$ cat config.mk
export PLATFORM = sky130hd
export DESIGN_NAME = seg_scan_arbiter
export DESIGN_NICKNAME = d
export VERILOG_FILES = /design/src/rtl/seg_scan_arbiter.sv
export SDC_FILE = /design/constraint.sdc
export NUM_CORES = 1
export LEC_CHECK = 0
export ABC_AREA = 1
export CORE_ASPECT_RATIO = 1.25
export CORE_MARGIN = 5
export CORE_UTILIZATION = 50
export DETAILED_ROUTE_END_ITERATION = 8
export GPL_TIMING_DRIVEN = 0
export MAX_ROUTING_LAYER = met4
export PLACE_DENSITY = 0.86
export RECOVER_POWER = 50
export SYNTH_ARGS = -nofsm -noshare
export SYNTH_HDL_FRONTEND = slang
export SYNTH_SLANG_ARGS = --single-unit
$ cat constraint.sdc
create_clock -name clk -period 3.6 [get_ports clk]
set_input_delay 0.54 -clock clk [delete_from_list [all_inputs] [get_ports clk]]
set_output_delay 0.54 -clock clk [all_outputs]
set_load 0.05 [all_outputs]
$ cat src/rtl/seg_scan_arbiter.sv
// Fixed-priority owner of the 4-digit seven-segment display; re-arbitrates only at frame boundaries.
// Outputs are registered, one cycle behind the scan state; requesters see no backpressure, only grant.
module seg_scan_arbiter #(
  parameter int SCAN_DIV  = 100_000,
  parameter int GHOST_CYC = 2_000
) (
  input  logic        clk,
  input  logic        rst_n,
  input  logic [2:0]  req,
  input  logic [31:0] frame0,
  input  logic [31:0] frame1,
  input  logic [31:0] frame2,
  input  logic [3:0]  mask0,
  input  logic [3:0]  mask1,
  input  logic [3:0]  mask2,
  output logic [2:0]  grant,
  output logic        frame_start,
  output logic [3:0]  an,
  output logic [6:0]  seg,
  output logic        dp
);

  localparam int CW = $clog2(SCAN_DIV);
  localparam logic [CW-1:0] CNT_MAX = CW'(SCAN_DIV - 1);
  localparam logic [CW-1:0] GHOST   = CW'(GHOST_CYC);

  typedef struct packed {
    logic       dp_n;
    logic [6:0] seg_n;
  } digit_t;

  typedef digit_t [3:0] frame_t;

  logic [CW-1:0] cnt_q, cnt_d;
  logic [1:0]    digit_q, digit_d;
  logic [2:0]    grant_q, grant_d;
  logic          frame_start_q, frame_start_d;
  frame_t        frame_q, frame_d;
  logic [3:0]    mask_q, mask_d;
  logic [3:0]    an_q, an_d;
  logic [6:0]    seg_q, seg_d;
  logic          dp_q, dp_d;

  logic          tick;
  logic          boundary;
  logic [2:0]    pick_grant;
  logic [31:0]   pick_frame;
  logic [3:0]    pick_mask;
  digit_t        cur_digit;
  logic          blank;

  always_ff @(posedge clk or negedge rst_n) begin
    if (!rst_n) begin
      cnt_q         <= '0;
      digit_q       <= '0;
      grant_q       <= '0;
      frame_start_q <= 1'b0;
      frame_q       <= '1;
      mask_q        <= '0;
      an_q          <= 4'hF;
      seg_q         <= 7'h7F;
      dp_q          <= 1'b1;
    end else begin
      cnt_q         <= cnt_d;
      digit_q       <= digit_d;
      grant_q       <= grant_d;
      frame_start_q <= frame_start_d;
      frame_q       <= frame_d;
      mask_q        <= mask_d;
      an_q          <= an_d;
      seg_q         <= seg_d;
      dp_q          <= dp_d;
    end
  end

  always_comb begin
    tick     = (cnt_q == CNT_MAX);
    boundary = tick && (digit_q == 2'd3);
    cnt_d    = tick ? '0 : cnt_q + 1'b1;
    digit_d  = tick ? digit_q + 2'd1 : digit_q;
  end

  // Idle owner latches a dark frame so the blanked display carries no stale data.
  always_comb begin
    pick_grant = 3'b000;
    pick_frame = 32'hFFFF_FFFF;
    pick_mask  = 4'b0000;
    if (req[0]) begin
      pick_grant = 3'b001;
      pick_frame = frame0;
      pick_mask  = mask0;
    end else if (req[1]) begin
      pick_grant = 3'b010;
      pick_frame = frame1;
      pick_mask  = mask1;
    end else if (req[2]) begin
      pick_grant = 3'b100;
      pick_frame = frame2;
      pick_mask  = mask2;
    end
  end

  always_comb begin
    grant_d       = grant_q;
    frame_d       = frame_q;
    mask_d        = mask_q;
    frame_start_d = boundary;
    if (boundary) begin
      grant_d = pick_grant;
      frame_d = pick_frame;
      mask_d  = pick_mask;
    end
  end

  // Segment data follows the digit even while blanked; only the anodes gate visibility.
  always_comb begin
    cur_digit = frame_q[digit_q];
    blank     = (cnt_q < GHOST) || !mask_q[digit_q];
    an_d      = blank ? 4'hF : ~(4'b0001 << digit_q);
    seg_d     = cur_digit.seg_n;
    dp_d      = cur_digit.dp_n;
  end

  assign grant       = grant_q;
  assign frame_start = frame_start_q;
  assign an          = an_q;
  assign seg         = seg_q;
  assign dp          = dp_q;

  a_grant_onehot0 : assert property (@(posedge clk) disable iff (!rst_n) $onehot0(grant_q));

endmodule

==> results by group <==
Min path
  • Worst Hold Class: reg -> reg

Synth
  • Synth Warn #: 0
  • Syn_area_per_cell: 7.089 um^2
  • Number of synthesized flops with an enable pin: 0
  • Sequential element share of the synthesized area: 46.23%
  • Async set or reset register ratio after synthesis: between 90% and 100%
  • Post-Synth Simple-Gate Area: 31.48%
  • Gate Count Post-Synth: about 560
  • Post-synthesis compound-gate area fraction: 12.76%
  • Net Count, Synth: 677
  • Area share of fa/ha/maj cells after synthesis: 1.579%
  • Multiplexer area fraction after synthesis: 0%
  • Seq cells post-synth: 71
  • Netlist cell types: 25
  • Mapped Area: 3963 um^2
  • Prevailing post-synth register cell: dfstp_2
  • Largest family of logic cells by synthesized area: simple AND/OR/NAND/NOR gates
  • Xor/xnor cell area share of the yosys netlist: 1.768%

Global routing
  • Vias in the first global route: between 4,000 and 5,000
  • GRT overflow: 0
  • Pin count of the biggest net entering global routing: 72
  • Antenna violations before repair: 0
  • First-pass GRT wire length: 18,830 um
  • Overall routing resource usage: 25.47%

Drt
  • Iter 0 DRT Violations: 268
  • Via-to-Cell Ratio: 5.237
  • Avg WL per Cell: 14.79 um
  • TritonRoute pass-1 iters: 7
  • # DRC: 0
  • Detailed Route WL: 11,800 um
  • Vias: 4,179
  • ANT nets after route: 0

Worst setup path
  • Worst-path maximum fanout: 1
  • Slowest stage delay, CP: 0.83 ns
  • Crit-path cells: clkdlybuf4s50_1
  • Setup CP Type: reg -> out
  • Startpoint types: flip-flop
  • Worst Path Buf+Inv: 1
  • Critical path required time: 3.06 ns
  • Worst Path Arrival: 1.69 ns
  • Slowest stage cell, crit path: clkdlybuf4s50_1
  • Crit end category: output pin
  • Kind of cell adding the most delay to the critical path: buffers and inverters

Timing
  • Hold Slack: 0.4689 ns
  • Max-slew violations: 72
  • Worst-case clock skew: approximately 0.0031 ns
  • Min Tclk post-route: 2.229 ns
  • RSZ-0062 raised after global routing: no
  • Max Fclk: 448.6 MHz
  • Slew headroom: -12.04%
  • Final Worst Setup Slack: 1.371 ns
  • Final Setup Violations: 0
  • Final hold violation count: 0
  • Fin crit share: between 60% and 70%
  • Tightest Pin Transition: about 1.7 ns

Pwr
  • Net Sw Power: 381.4 uW
  • Power Density: between 300 and 400 nW/um^2
  • Logic pwr share: between 10% and 20%
  • Maximum VDD drop: 0.2357 mV
  • Clock Power Share: 42.3%
  • Post-layout power: around 1800 uW
  • Internal: about 1400 uW
  • Leakage: about 0.0025 uW
  • Switching share of power: 21.78%
  • Power share of the sequential group: between 40% and 50%

CTS
  • CTS buffer count: 9
  • CTS root buffer: clkbuf_8
  • Setup Fix Bufs, Post-CTS: 0
  • Clk slew on worst S/H paths: ~0.070 ns
  • Clk_lat worst skew: 0.34 ns
  • H-tree levels: 3
  • Cts hold-fix bufs: 0
  • CTS sink cnt: 71
  • CTS Buffer Depth: 2
  • CTS tree: built
  • Resized cells post-CTS: 0

Cells and area
  • Layout Nets: about 820
  • Ant. Diodes: 0
  • P&R area growth vs syn: 41.27%
  • Layout cells sized above 1: 10.81%

Run
  • Max-Cap Viols: 1

Outcome
  • Status: finished with violations
  • Failing checks: max-capacitance violations, max-slew violations

Placement
  • Port Buffers: 128
  • Placement Setup Slack: roughly 1.2 ns
  • RD Place Congestion: 0.8489
  • Dpl hpwl: between 9000 and 10,000 um

Floorplanning
  • Die Ht: 109.5 um
  • Die area: about 10000 um^2
  • Site Rows: 36
  • IO Pins: 129
  • Starting Density: about half
  • Die width: 89.63 um
  • Core Region: 7747 um^2
tightest hold or removal path: cells and delay by family (launching register included):
family	cells	cell delay [ns]
flip-flops	1	0.37
AND/OR/NAND/NOR	2	0.10
cells by family (layout without fill, tap and decap cells):
kind of cell / after synthesis / count (layout)
AND/OR/NAND/NOR: 320 / 320
AO/OA/AOI/OAI: 98 / 98
flip-flops: 71 / 71
buffers and inverters: 57 / 201
XOR/XNOR: 8 / 8
adder cells (fa/ha/maj): 5 / 5
layer usage:
metal  vias to the layer above  GRT usage [%]  wire (um)
met5                         -              -          0
met4                         0          11.38        374
met3                        35          4.423        718
met2                       169          43.62       6228
met1                      1929          28.65       4478
li1                       2046              -          -
cell usage after synthesis (2+ instances only):
cell	n	area, um^2
nand3_1	16	80.08
nand2_1	204	765.7
dfrtp_1	27	675.7
o21ai_0	85	425.4
buf_6	3	33.78
inv_1	27	101.4
a21oi_1	3	15.01
nor3_1	4	20.02
xnor2_1	3	26.28
clkbuf_1	17	63.81
dfstp_2	44	1156
nor2_1	89	334.1
ha_1	5	62.56
buf_2	7	35.03
xor2_1	5	43.79
o22ai_1	8	50.05
inv_2	2	7.510
nor2_2	3	18.77
metrics by stage:
stage / std cells / TNS [ns] / utilization, % / instance area [um^2]
CTS: 798 / 0 / 72.35 / 5605
global placement: 782 / -5.914 / 69.22 / 5363
detailed placement: 782 / 0 / 69.19 / 5360
global route: 798 / 0 / 72.25 / 5598
finish: 798 / 0 / 72.25 / 5598
floorplan: 559 / 0 / - / 3963
registers in the layout, summed over array words and instances, names as in the netlist:
register / cells
frame_q: 32
seg: 7
cnt_q: 17
digit_q: 2
grant: 3
frame_start: 1
an: 4
mask_q: 4
dp: 1
power by group through the flow:
stage               clock network, uW  logic, uW  registers (uW)
finish                            741        210             800
global route                      785        230             800
CTS                               745        212             800
detailed placement                  0        211             813
global placement                    0        207             813
floorplan                           0       54.7             813
cells in the final DEF, fill, tap and decap left out, drive strengths merged, types with 3 or more instances in the layout:
cell type,count
nand2,205
nand3,17
nor3,4
dfstp,44
inv,29
xnor2,3
nor2,92
buf,10
clkdlybuf4s50,127
clkinv,3
dfrtp,27
xor2,5
o21ai,85
o22ai,8
clkbuf,31
ha,5
a21oi,3
area by class of cell:
class | count | area, um^2
fillers | 624 | 2150
multi-input cells | 431 | 1881
flip-flops and latches | 71 | 1832
repair buffers | 128 | 1276
clock buffers | 13 | 201.4
plain buffers | 27 | 132.6
well taps | 95 | 118.9
inverters | 30 | 112.6
clock inverters | 3 | 43.79
final timing paths:
kind	cells past startpoint	slack (ns)	from	end
max in group asynchronous	1	1.98	rst_n	cnt_q[11]$_DFF_PN0_
setup / recovery	1	1.37	seg[0]$_DFF_PN1_	seg[0]
min in group asynchronous	1	0.63	rst_n	cnt_q[7]$_DFF_PN0_
hold reg to reg	2	0.47	frame_q[1]$_DFFE_PN1P_	frame_q[1]$_DFFE_PN1P_
setup reg to reg	8	1.80	cnt_q[0]$_DFF_PN0_	mask_q[3]$_DFFE_PN0P_
hold / removal	2	0.47	frame_q[1]$_DFFE_PN1P_	frame_q[1]$_DFFE_PN1P_
Note: power is estimated with default switching activity, not from simulation.
